===== src/rtl/prog_ctr_ret_pkg.sv =====
// Shared types and defaults for the fetch-stage program counter.
// Base() gives the untruncated program start address.
package prog_ctr_pkg;

   typedef enum logic [1:0] {
      IDLE,
      ARMED,
      RUN,
      DONE
   } state_t;

   localparam int DEF_PC_W        = 10;
   localparam int DEF_STACK_DEPTH = 4;
   localparam int DEF_NUM_PROGS   = 4;
   localparam int DEF_PROG_STRIDE = 256;

   function automatic int unsigned Base(
      input int unsigned n,
      input int unsigned stride
   );
      return n * stride;
   endfunction

endpackage


===== src/rtl/prog_ctr_ret_if.sv =====
// Control/status bundle between decode/execute and the PC.
// slave = program counter, master = its driver.
interface prog_ctr_ret_if
   import prog_ctr_pkg::*;
#(
   parameter int PC_W  = DEF_PC_W,
   parameter int SEL_W = $clog2(DEF_NUM_PROGS)
);
   logic             Start;
   logic [SEL_W-1:0] ProgSel;
   logic             BranchAbsEn;
   logic             BranchRelEn;
   logic             ALU_flag;
   logic             Call;
   logic             Ret;
   logic             Stall;
   logic             Halt;
   logic [PC_W-1:0]  TargetOrOffset;
   logic [PC_W-1:0]  PC;
   logic             Running;
   logic             Done;
   logic             StackErr;

   modport master (
      output Start, ProgSel, BranchAbsEn, BranchRelEn,
      output ALU_flag, Call, Ret, Stall, Halt,
      output TargetOrOffset,
      input  PC, Running, Done, StackErr
   );

   modport slave (
      input  Start, ProgSel, BranchAbsEn, BranchRelEn,
      input  ALU_flag, Call, Ret, Stall, Halt,
      input  TargetOrOffset,
      output PC, Running, Done, StackErr
   );
endinterface


===== src/rtl/prog_ctr_ret_stack.sv =====
// Bounded LIFO of return addresses; push-when-full and
// pop-when-empty are dropped here, parent sees full/empty.
module ret_stack #(
   parameter int W     = 10,
   parameter int DEPTH = 4
) (
   input  logic         Clk,
   input  logic         push,
   input  logic         pop,
   input  logic         clr,
   input  logic [W-1:0] din,
   output logic [W-1:0] dout,
   output logic         full,
   output logic         empty
);
   localparam int PW = $clog2(DEPTH + 1);
   localparam int IW = (DEPTH > 1) ? $clog2(DEPTH) : 1;

   logic [W-1:0]  mem [DEPTH];
   logic [PW-1:0] ptr;
   logic [PW-1:0] topIdx;

   assign full   = (ptr == PW'(DEPTH));
   assign empty  = (ptr == '0);
   assign topIdx = ptr - PW'(1);
   assign dout   = mem[topIdx[IW-1:0]];

   always_ff @(posedge Clk) begin
      if (clr) begin
         ptr <= '0;
      end else if (push && !full) begin
         mem[ptr[IW-1:0]] <= din;
         ptr              <= ptr + PW'(1);
      end else if (pop && !empty) begin
         ptr <= ptr - PW'(1);
      end
   end
endmodule


===== src/rtl/prog_ctr_ret.sv =====
// Fetch-stage program counter with program select, branches,
// call/return via a hardware stack, stall and halt.
module prog_ctr_ret
   import prog_ctr_pkg::*;
#(
   parameter int PC_W        = DEF_PC_W,
   parameter int STACK_DEPTH = DEF_STACK_DEPTH,
   parameter int NUM_PROGS   = DEF_NUM_PROGS,
   parameter int PROG_STRIDE = DEF_PROG_STRIDE
) (
   input  logic         Clk,
   input  logic         Reset,
   prog_ctr_ret_if.slave Bus
);
   state_t          state;
   logic [PC_W-1:0] pc;
   logic [PC_W-1:0] pcInc;
   logic [PC_W-1:0] baseAddr;
   logic [PC_W-1:0] stkTop;
   logic            running;
   logic            done;
   logic            stackErr;
   logic            stkFull;
   logic            stkEmpty;
   logic            stkPush;
   logic            stkPop;
   logic            stkClr;
   logic            advance;

   assign pcInc    = pc + PC_W'(1);
   assign baseAddr = PC_W'(Base(
      32'(Bus.ProgSel) % NUM_PROGS, PROG_STRIDE));

   // Stack ops mirror the RUN priority chain below.
   always_comb begin
      advance = 1'b0;
      stkPush = 1'b0;
      stkPop  = 1'b0;
      advance = Reset && !Bus.Start && (state == RUN)
                && !Bus.Stall && !Bus.Halt;
      stkPop  = advance && Bus.Ret;
      stkPush = advance && !Bus.Ret && Bus.Call;
   end

   assign stkClr = !Reset || Bus.Start;

   ret_stack #(
      .W     (PC_W),
      .DEPTH (STACK_DEPTH)
   ) u_stack (
      .Clk   (Clk),
      .push  (stkPush),
      .pop   (stkPop),
      .clr   (stkClr),
      .din   (pcInc),
      .dout  (stkTop),
      .full  (stkFull),
      .empty (stkEmpty)
   );

   always_ff @(posedge Clk) begin
      if (!Reset) begin
         state    <= IDLE;
         pc       <= '0;
         running  <= 1'b0;
         done     <= 1'b0;
         stackErr <= 1'b0;
      end else if (Bus.Start) begin
         state    <= ARMED;
         pc       <= baseAddr;
         running  <= 1'b0;
         done     <= 1'b0;
         stackErr <= 1'b0;
      end else begin
         unique case (state)
            ARMED: begin
               state   <= RUN;
               running <= 1'b1;
            end
            RUN: begin
               if (!Bus.Stall) begin
                  priority case (1'b1)
                     Bus.Halt: begin
                        state   <= DONE;
                        running <= 1'b0;
                        done    <= 1'b1;
                     end
                     Bus.Ret: begin
                        if (stkEmpty) begin
                           pc       <= pcInc;
                           stackErr <= 1'b1;
                        end else begin
                           pc <= stkTop;
                        end
                     end
                     Bus.Call: begin
                        pc <= Bus.TargetOrOffset;
                        if (stkFull) stackErr <= 1'b1;
                     end
                     Bus.BranchAbsEn:
                        pc <= Bus.TargetOrOffset;
                     Bus.BranchRelEn && Bus.ALU_flag:
                        pc <= pc + Bus.TargetOrOffset;
                     default:
                        pc <= pcInc;
                  endcase
               end
            end
            default: ;
         endcase
      end
   end

   assign Bus.PC       = pc;
   assign Bus.Running  = running;
   assign Bus.Done     = done;
   assign Bus.StackErr = stackErr;
endmodule


===== src/flat_wrapper.sv =====
// flat-port wrapper written by rule: the top's interface ports become plain ports
module prog_ctr_ret_flat import prog_ctr_pkg::*;
#(
   parameter int PC_W        = DEF_PC_W,
   parameter int STACK_DEPTH = DEF_STACK_DEPTH,
   parameter int NUM_PROGS   = DEF_NUM_PROGS,
   parameter int PROG_STRIDE = DEF_PROG_STRIDE
)
  (Clk, Reset, Bus_Start, Bus_ProgSel, Bus_BranchAbsEn, Bus_BranchRelEn, Bus_ALU_flag, Bus_Call, Bus_Ret, Bus_Stall, Bus_Halt, Bus_TargetOrOffset, Bus_PC, Bus_Running, Bus_Done, Bus_StackErr);
  prog_ctr_ret_if #(.PC_W(PC_W)) Bus_i ();
  input  logic Clk;
  input  logic Reset;
  input wire logic [$bits(Bus_i.Start)-1:0] Bus_Start;
  input wire logic [$bits(Bus_i.ProgSel)-1:0] Bus_ProgSel;
  input wire logic [$bits(Bus_i.BranchAbsEn)-1:0] Bus_BranchAbsEn;
  input wire logic [$bits(Bus_i.BranchRelEn)-1:0] Bus_BranchRelEn;
  input wire logic [$bits(Bus_i.ALU_flag)-1:0] Bus_ALU_flag;
  input wire logic [$bits(Bus_i.Call)-1:0] Bus_Call;
  input wire logic [$bits(Bus_i.Ret)-1:0] Bus_Ret;
  input wire logic [$bits(Bus_i.Stall)-1:0] Bus_Stall;
  input wire logic [$bits(Bus_i.Halt)-1:0] Bus_Halt;
  input wire logic [$bits(Bus_i.TargetOrOffset)-1:0] Bus_TargetOrOffset;
  output wire logic [$bits(Bus_i.PC)-1:0] Bus_PC;
  output wire logic [$bits(Bus_i.Running)-1:0] Bus_Running;
  output wire logic [$bits(Bus_i.Done)-1:0] Bus_Done;
  output wire logic [$bits(Bus_i.StackErr)-1:0] Bus_StackErr;
  assign Bus_i.Start = Bus_Start;
  assign Bus_i.ProgSel = Bus_ProgSel;
  assign Bus_i.BranchAbsEn = Bus_BranchAbsEn;
  assign Bus_i.BranchRelEn = Bus_BranchRelEn;
  assign Bus_i.ALU_flag = Bus_ALU_flag;
  assign Bus_i.Call = Bus_Call;
  assign Bus_i.Ret = Bus_Ret;
  assign Bus_i.Stall = Bus_Stall;
  assign Bus_i.Halt = Bus_Halt;
  assign Bus_i.TargetOrOffset = Bus_TargetOrOffset;
  assign Bus_PC = Bus_i.PC;
  assign Bus_Running = Bus_i.Running;
  assign Bus_Done = Bus_i.Done;
  assign Bus_StackErr = Bus_i.StackErr;
  prog_ctr_ret #(.PC_W(PC_W), .STACK_DEPTH(STACK_DEPTH), .NUM_PROGS(NUM_PROGS), .PROG_STRIDE(PROG_STRIDE)) u_core (.Clk(Clk), .Reset(Reset), .Bus(Bus_i));
endmodule

===== config.mk =====
export PLATFORM = sky130hd
export DESIGN_NAME = prog_ctr_ret_flat
export DESIGN_NICKNAME = d
export VERILOG_FILES = /design/src/rtl/prog_ctr_ret_pkg.sv /design/src/rtl/prog_ctr_ret_if.sv /design/src/rtl/prog_ctr_ret_stack.sv /design/src/rtl/prog_ctr_ret.sv /design/src/flat_wrapper.sv
export SDC_FILE = /design/constraint.sdc
export NUM_CORES = 1
export LEC_CHECK = 0
export ABC_AREA = 1
export BUFFER_PORTS_ARGS = -buffer_cell sky130_fd_sc_hd__buf_4
export CELL_PAD_IN_SITES_DETAIL_PLACEMENT = 0
export CELL_PAD_IN_SITES_GLOBAL_PLACEMENT = 1
export CORE_MARGIN = 5
export CORE_UTILIZATION = 35
export CTS_CLUSTER_SIZE = 24
export DETAILED_ROUTE_END_ITERATION = 10
export MAX_ROUTING_LAYER = met4
export PLACE_DENSITY = 0.69
export SLEW_MARGIN = 10
export SYNTH_ARGS = -nofsm -noshare
export SYNTH_HDL_FRONTEND = slang
export SYNTH_SLANG_ARGS = --single-unit
export TNS_END_PERCENT = 30

===== constraint.sdc =====
create_clock -name Clk -period 3.1 [get_ports Clk]
set_input_delay 0.465 -clock Clk [delete_from_list [all_inputs] [get_ports Clk]]
set_output_delay 0.465 -clock Clk [all_outputs]
set_load 0.02 [all_outputs]

---- Yosys cells after proc, flatten, opt, wreduce, memory -nomap -nowiden ----
Memories as Yosys holds them, arrays and structs flattened.
Index checks and enable logic that the tools add are counted.
operators by class
  $add $sub $neg .......................... 4
  equal/unequal tests ..................... 10
  multiplexer cells ....................... 25
  bitwise gates (word level) .............. 3
  reductions and logical operators ........ 32
operator list
  kind                                                                   count
  10-bit 2-to-1 mux                                                      9
  3-bit AND reduction                                                    5
  10-bit by 1-bit adder with 10-bit output, second input constant        1
  10-bit adder                                                           1
  1-bit logical AND                                                      10
  1-bit 2-to-1 mux                                                       10
  2-bit nonzero test                                                     5
  2-bit != test, second input constant                                   4
  1-bit logical NOT                                                      7
  3-bit 2-to-1 mux                                                       2
  3-bit != test, second input constant                                   2
  6-bit AND reduction                                                    1
  2-bit 2-to-1 mux                                                       2
  2-bit case mux with 2 select lines                                     1
  3-bit by 1-bit adder with 3-bit output, second input constant          1
  3-bit equality test, second input constant                             1
  3-bit logical NOT                                                      1
  1-bit inverter                                                         3
  3-bit nonzero test                                                     1
  3-bit by 1-bit subtractor with 3-bit output, second input constant     1
  2-bit by 1-bit equality test with 1-bit output, second input constant  1
  2-bit equality test, second input constant                             1
  2-bit by 1-bit != test with 1-bit output, second input constant        1
  1-bit case mux with 2 select lines                                     1
  other kinds (2)                                                        2
word-level totals
  register bits ........................... 18
  RAM bits ................................ 40
  bits of input ports ..................... 22
  output and inout port bits .............. 13
  logic and storage cells ................. 83
  memories kept ........................... 1
memory list
  name                words  bits a word  rd ports  clocked after Yosys merged registers in  wr ports  RTL line                  source
  u_core.u_stack.mem  4      10           1         0                                        1         prog_ctr_ret_stack.sv:19  logic [W-1:0] mem [DEPTH];

---- Longest topological paths before layout ----
  word-level depth ........................ 11
  gate-level depth with buffers ........... 13
  mapped depth without buffers ............ 13

---- Hierarchy ----
Synthesis repeated with hierarchy kept, for this count alone.
second synthesis, totals
  cell total of the unflattened synthesis .. 431
  area total of the unflattened synthesis .. 3,487.1 µm²
by module, submodules not included
  module        times used  cells each  area each (µm²)
  ret_stack     1           145         1,779.2
  prog_ctr_ret  1           286         1,707.9

---- Worst setup path after synthesis ----
OpenSTA, ideal clock, no wires.
  path type ............................... register to register
  start ................................... register u_core.u_stack.ptr[0]
  end ..................................... memory u_core.u_stack.mem[1][0] (enable)
  arrival time ............................ 1.894 ns
  required time ........................... 2.724 ns
  slack ................................... 0.829 ns
  stages on the path, launching flop included .. 8
  clock period less this slack ............ 2.271 ns
  path through ............................ dfxtp_1 inv_1 clkbuf_1 ha_1 nand2_1 nand3_1 or2_4 nor2_1
between the ends
  longest elaborated chain between the ends .. 6
RTL lines
  item                                    RTL line                  source
  start, declared                         prog_ctr_ret_stack.sv:20  logic [PW-1:0] ptr;
  start signal, assigned                  prog_ctr_ret_stack.sv:33  ptr <= ptr + PW'(1);
  start signal, assigned                  prog_ctr_ret_stack.sv:35  ptr <= ptr - PW'(1);
  3-bit equality test                     prog_ctr_ret_stack.sv:23  assign full = (ptr == PW'(DEPTH));
  1-bit logical NOT                       prog_ctr_ret_stack.sv:31  end else if (push && !full) begin
  1-bit logical AND                       prog_ctr_ret_stack.sv:31
  1-bit 2-to-1 mux                        prog_ctr_ret_stack.sv:31
  1-bit 2-to-1 mux                        prog_ctr_ret_stack.sv:29  if (clr) begin
  1-bit 2-to-1 mux (implied by the code)  prog_ctr_ret_stack.sv:32  mem[ptr[IW-1:0]] <= din;
  end, declared                           prog_ctr_ret_stack.sv:19
Parallel ways exist; a longest one is shown, timed or not.

---- Worst setup path in the final report ----
  start ................................... register u_core.u_stack.ptr[1]
  end ..................................... register u_core.pc[9] (netlist: u_core.Bus.PC[9])
between the ends
  longest elaborated chain between the ends .. 8
  elaborated cells on any way between the ends .. 9
  those cells by class .................... add/sub: 1; mux: 6; reduce/logical: 1; memory: 1
RTL lines
  item                                         RTL line            source
  3-bit by 1-bit subtractor with 3-bit output  n/a
  memory read 4 x 10 bit                       n/a
  10-bit 2-to-1 mux *                          prog_ctr_ret.sv:89  if (stkEmpty) begin
  10-bit 2-to-1 mux * (2 in a row)             prog_ctr_ret.sv:82  priority case (1'b1)
  10-bit 2-to-1 mux *                          prog_ctr_ret.sv:81  if (!Bus.Stall) begin
  10-bit 2-to-1 mux *                          prog_ctr_ret.sv:75  unique case (state)
  10-bit 2-to-1 mux *                          prog_ctr_ret.sv:68  end else if (Bus.Start) begin
  end signal, assigned                         prog_ctr_ret.sv:70  pc <= baseAddr;
  end signal, assigned                         prog_ctr_ret.sv:90  pc <= pcInc;
  end signal, assigned                         prog_ctr_ret.sv:93  pc <= stkTop;
  end, declared                                prog_ctr_ret.sv:16  logic [PC_W-1:0] pc;
Every way passes the cells marked *; elsewhere a longest branch is shown, timed or not. The select of a mux whose other input is x is not followed.
A chain may end at the register's enable or synchronous reset.

==> results_dict.tcl <==
set metrics [dict create \
    outcome "completed" \
    cts.sinks 58 \
    synth.area.top_cells "edfxtp_1, dfxtp_1, nand2_1, nor2_1, ha_1" \
    synth_nets 442 \
    hold_violations 0 \
    initial_core_util_pct 36.11 \
    critical_path_required_ns 3.37 \
    synth-simple-area-share_pct 23.18 \
    cts_hold_buf 0 \
    numCtsBuffers 9 \
    crit-reg2reg-launch "u_core.u_stack.ptr[1]" \
    io_pins 35 \
    drc 0 \
    synth_xor_area_share_pct 2.860 \
    cp_top_family "buffers and inverters" \
    synth_flop_cell "edfxtp_1" \
    drt_pass1_iterations 4 \
    core_area_um2 9328 \
    row_count 35 \
    htree_levels 3 \
    grt_antenna_before_repair 0 \
    grt_pass1_vias 2860 \
    ant_nets 0 \
    synth-seq-cells 58 \
    layout_common_cells "nand2_1, nor2_1, inv_1, buf_4, edfxtp_1" \
    startpoint_type "register" \
    p_leak_nw 1.717 \
    synth-compound-area-share_pct 14.82 \
    period_share_pct 67.40 \
    die_x_um 108.1 \
    finalSetupTns_ns 0 \
    yosys.area_share.adder_pct 6.166 \
    grt_overflow 0 \
    cts_setup_buffers 0 \
    fin_crit_ns 2.089 \
    avgSynthCellArea_um2 8.337 \
    max_cap_violations 0 \
    finalSetupViolCount 0 \
    wl_met2_um 4376 \
    ys_seq_area_share_pct 46.36 \
    final_common_cell "nand2_1" \
    crit_chain "inv_1 -> ha_1 -> inv_1 -> o21ai_0 -> o211ai_1 -> nand4_1 -> inv_1 -> nand2_1 -> a21oi_1" \
    wl_met1_um 4061 \
    insertion_delay_ns 0.33 \
    synthMuxAreaShare_pct 0 \
    first_iter_violations 181 \
    synth_top_family_by_area "simple AND/OR/NAND/NOR gates" \
    met3WireLength_um 317 \
    hold_path_class "in2reg" \
    synth_top_cell_area_share_pct 35.66 \
    die-area_um2 11690 \
    cts_root_buf "clkbuf_8" \
    critPathMostFrequentCell "inv_1" \
    yosysWarnings 0 \
    fmax_mhz 478.6 \
    place.gp.congestion 0.8109 \
    io_buffers 34 \
    path_class "reg2reg" \
    via_count 2803 \
    hold_path_startpoint "Reset" \
    endpoint_kind "register" \
    peakVddDrop_v 0.0001669 \
    cp_slowest_cell "ha_1" \
    final_util_pct 43.02 \
    fin_worst_skew_ns 0.008214 \
    cp-startpoint "u_core.u_stack.ptr[1]" \
    synth-edff-count 40 \
    wl_per_cell_um 15.18 \
    area_growth_pct 19.13 \
    slowest_delay_ns 0.43 \
    syn-cell-area_um2 3368 \
    antenna_cells 0 \
    drt_wl_total_um 8822 \
    syn_inst 404 \
    drive_above_1_share_pct 16.37 \
    cts_tree "yes" \
    grt_first_pass_wirelength_um 14390 \
    maxSlewViolCount 0 \
    fill_cells 975 \
    cp.arrival_ns 2.35 \
    layout.nets 485 \
    track_usage_pct 16.56 \
    place_hpwl_um 6552 \
    path_buf_inv 3 \
    path_clk_slew_ns 0.07 \
    worst_slew_pin_slew_ns 0.5075 \
    ys_async_sr_fraction_pct 0 \
    rsz0062_at_grt "false" \
    via_per_inst 4.824 \
    dieHeight_um 108.1 \
    yosys.area.top_type "edfxtp_1" \
    maxSlewHeadroom_pct 66.05 \
    clk_path_buf_depth 2 \
    p_per_area_nw_per_um2 422.7 \
    path_max_fanout 12 \
    cts_resized 0 \
    topRoutingLayerUsed "met4" \
    grt_max_degree 25 \
    synth_cell_type_count 39 \
    whs_ns 0.4385 \
]
-- layout make-up --
type                    count  area [um^2]  area share [%]
clock inverters             6        81.33           2.027
multi-input cells         289         1584           39.48
well taps                 129        161.4           4.022
repair buffers             42        315.3           7.858
flip-flops and latches     58         1562           38.91
inverters                  47        181.4           4.521
clock buffers              10        127.6           3.181
-- cells by family after synthesis --
family,count (synthesis)
AO/OA/AOI/OAI,86
XOR/XNOR,11
adder cells (fa/ha/maj),16
buffers and inverters,57
flip-flops,58
AND/OR/NAND/NOR,176
-- flip-flops by register name, summed over array words and instances (netlist names) --
| signal | cells |
|---|---|
| u_core.u_stack.mem | 40 |
| u_core.Bus.PC | 10 |
| u_core.u_stack.ptr | 3 |
| u_core.state | 2 |
| u_core.Bus.Done | 1 |
| u_core.Bus.Running | 1 |
| u_core.Bus.StackErr | 1 |
-- worst paths after layout --
kind | endpoint | slack, ns | cells past startpoint
hold / removal | u_core.Bus.PC[8] | 0.44 | 3
setup reg to reg | u_core.Bus.PC[9] | 1.01 | 9
setup / recovery | u_core.Bus.PC[9] | 1.01 | 9
hold reg to reg | u_core.Bus.Done | 0.46 | 2
-- tightest hold or removal path, delay by kind of cell --
family,cells,cell delay (ns)
buffers and inverters,1,0.11
and+or+nand+nor,1,0.07
AOI/OAI and AO/OA,1,0.10
-- stage by stage --
stage | power, mW | cells | worst slack, ns | cell area [um^2]
CTS | 1.711 | 581 | 0.9817 | 4013
global route | 1.760 | 581 | 0.7568 | 4013
global placement | 0.9725 | 565 | 1.002 | 3804
finish | 1.696 | 581 | 1.011 | 4013
detailed placement | 0.9734 | 565 | 0.9660 | 3804
floorplan | 0.9195 | 404 | 0.8292 | 3368
-- power by group --
part	internal, mW	leakage, nW	total (mW)	switching, mW
sequential	0.823	0.563	0.829	0.00520
clock	0.447	0.104	0.740	0.293
combinational	0.0518	1.05	0.127	0.0753
total	1.32	1.72	1.70	0.374
-- synth_stat cells, types with 2 or more instances --
cell type	n
nand2_1	86
nor3_1	3
nand3_1	20
nor2_4	3
nand3_4	2
xor2_1	7
edfxtp_1	40
o22ai_1	6
buf_2	3
nor2_1	51
a211oi_1	3
inv_2	3
a31oi_1	2
inv_1	42
ha_1	15
o21bai_1	2
dfxtp_1	18
xnor2_1	4
a21oi_1	25
o211ai_1	7
nand3_2	2
o21ai_1	2
nand4_1	6
clkbuf_1	7
o21ai_0	31
-- metal layers --
metal	track usage, %	vias up
li1	-	1455
met1	20.91	1281
met2	27.58	58
met3	2.030	9
met4	5.681	0
met5	-	-
Power figures use the tool's default switching activity.
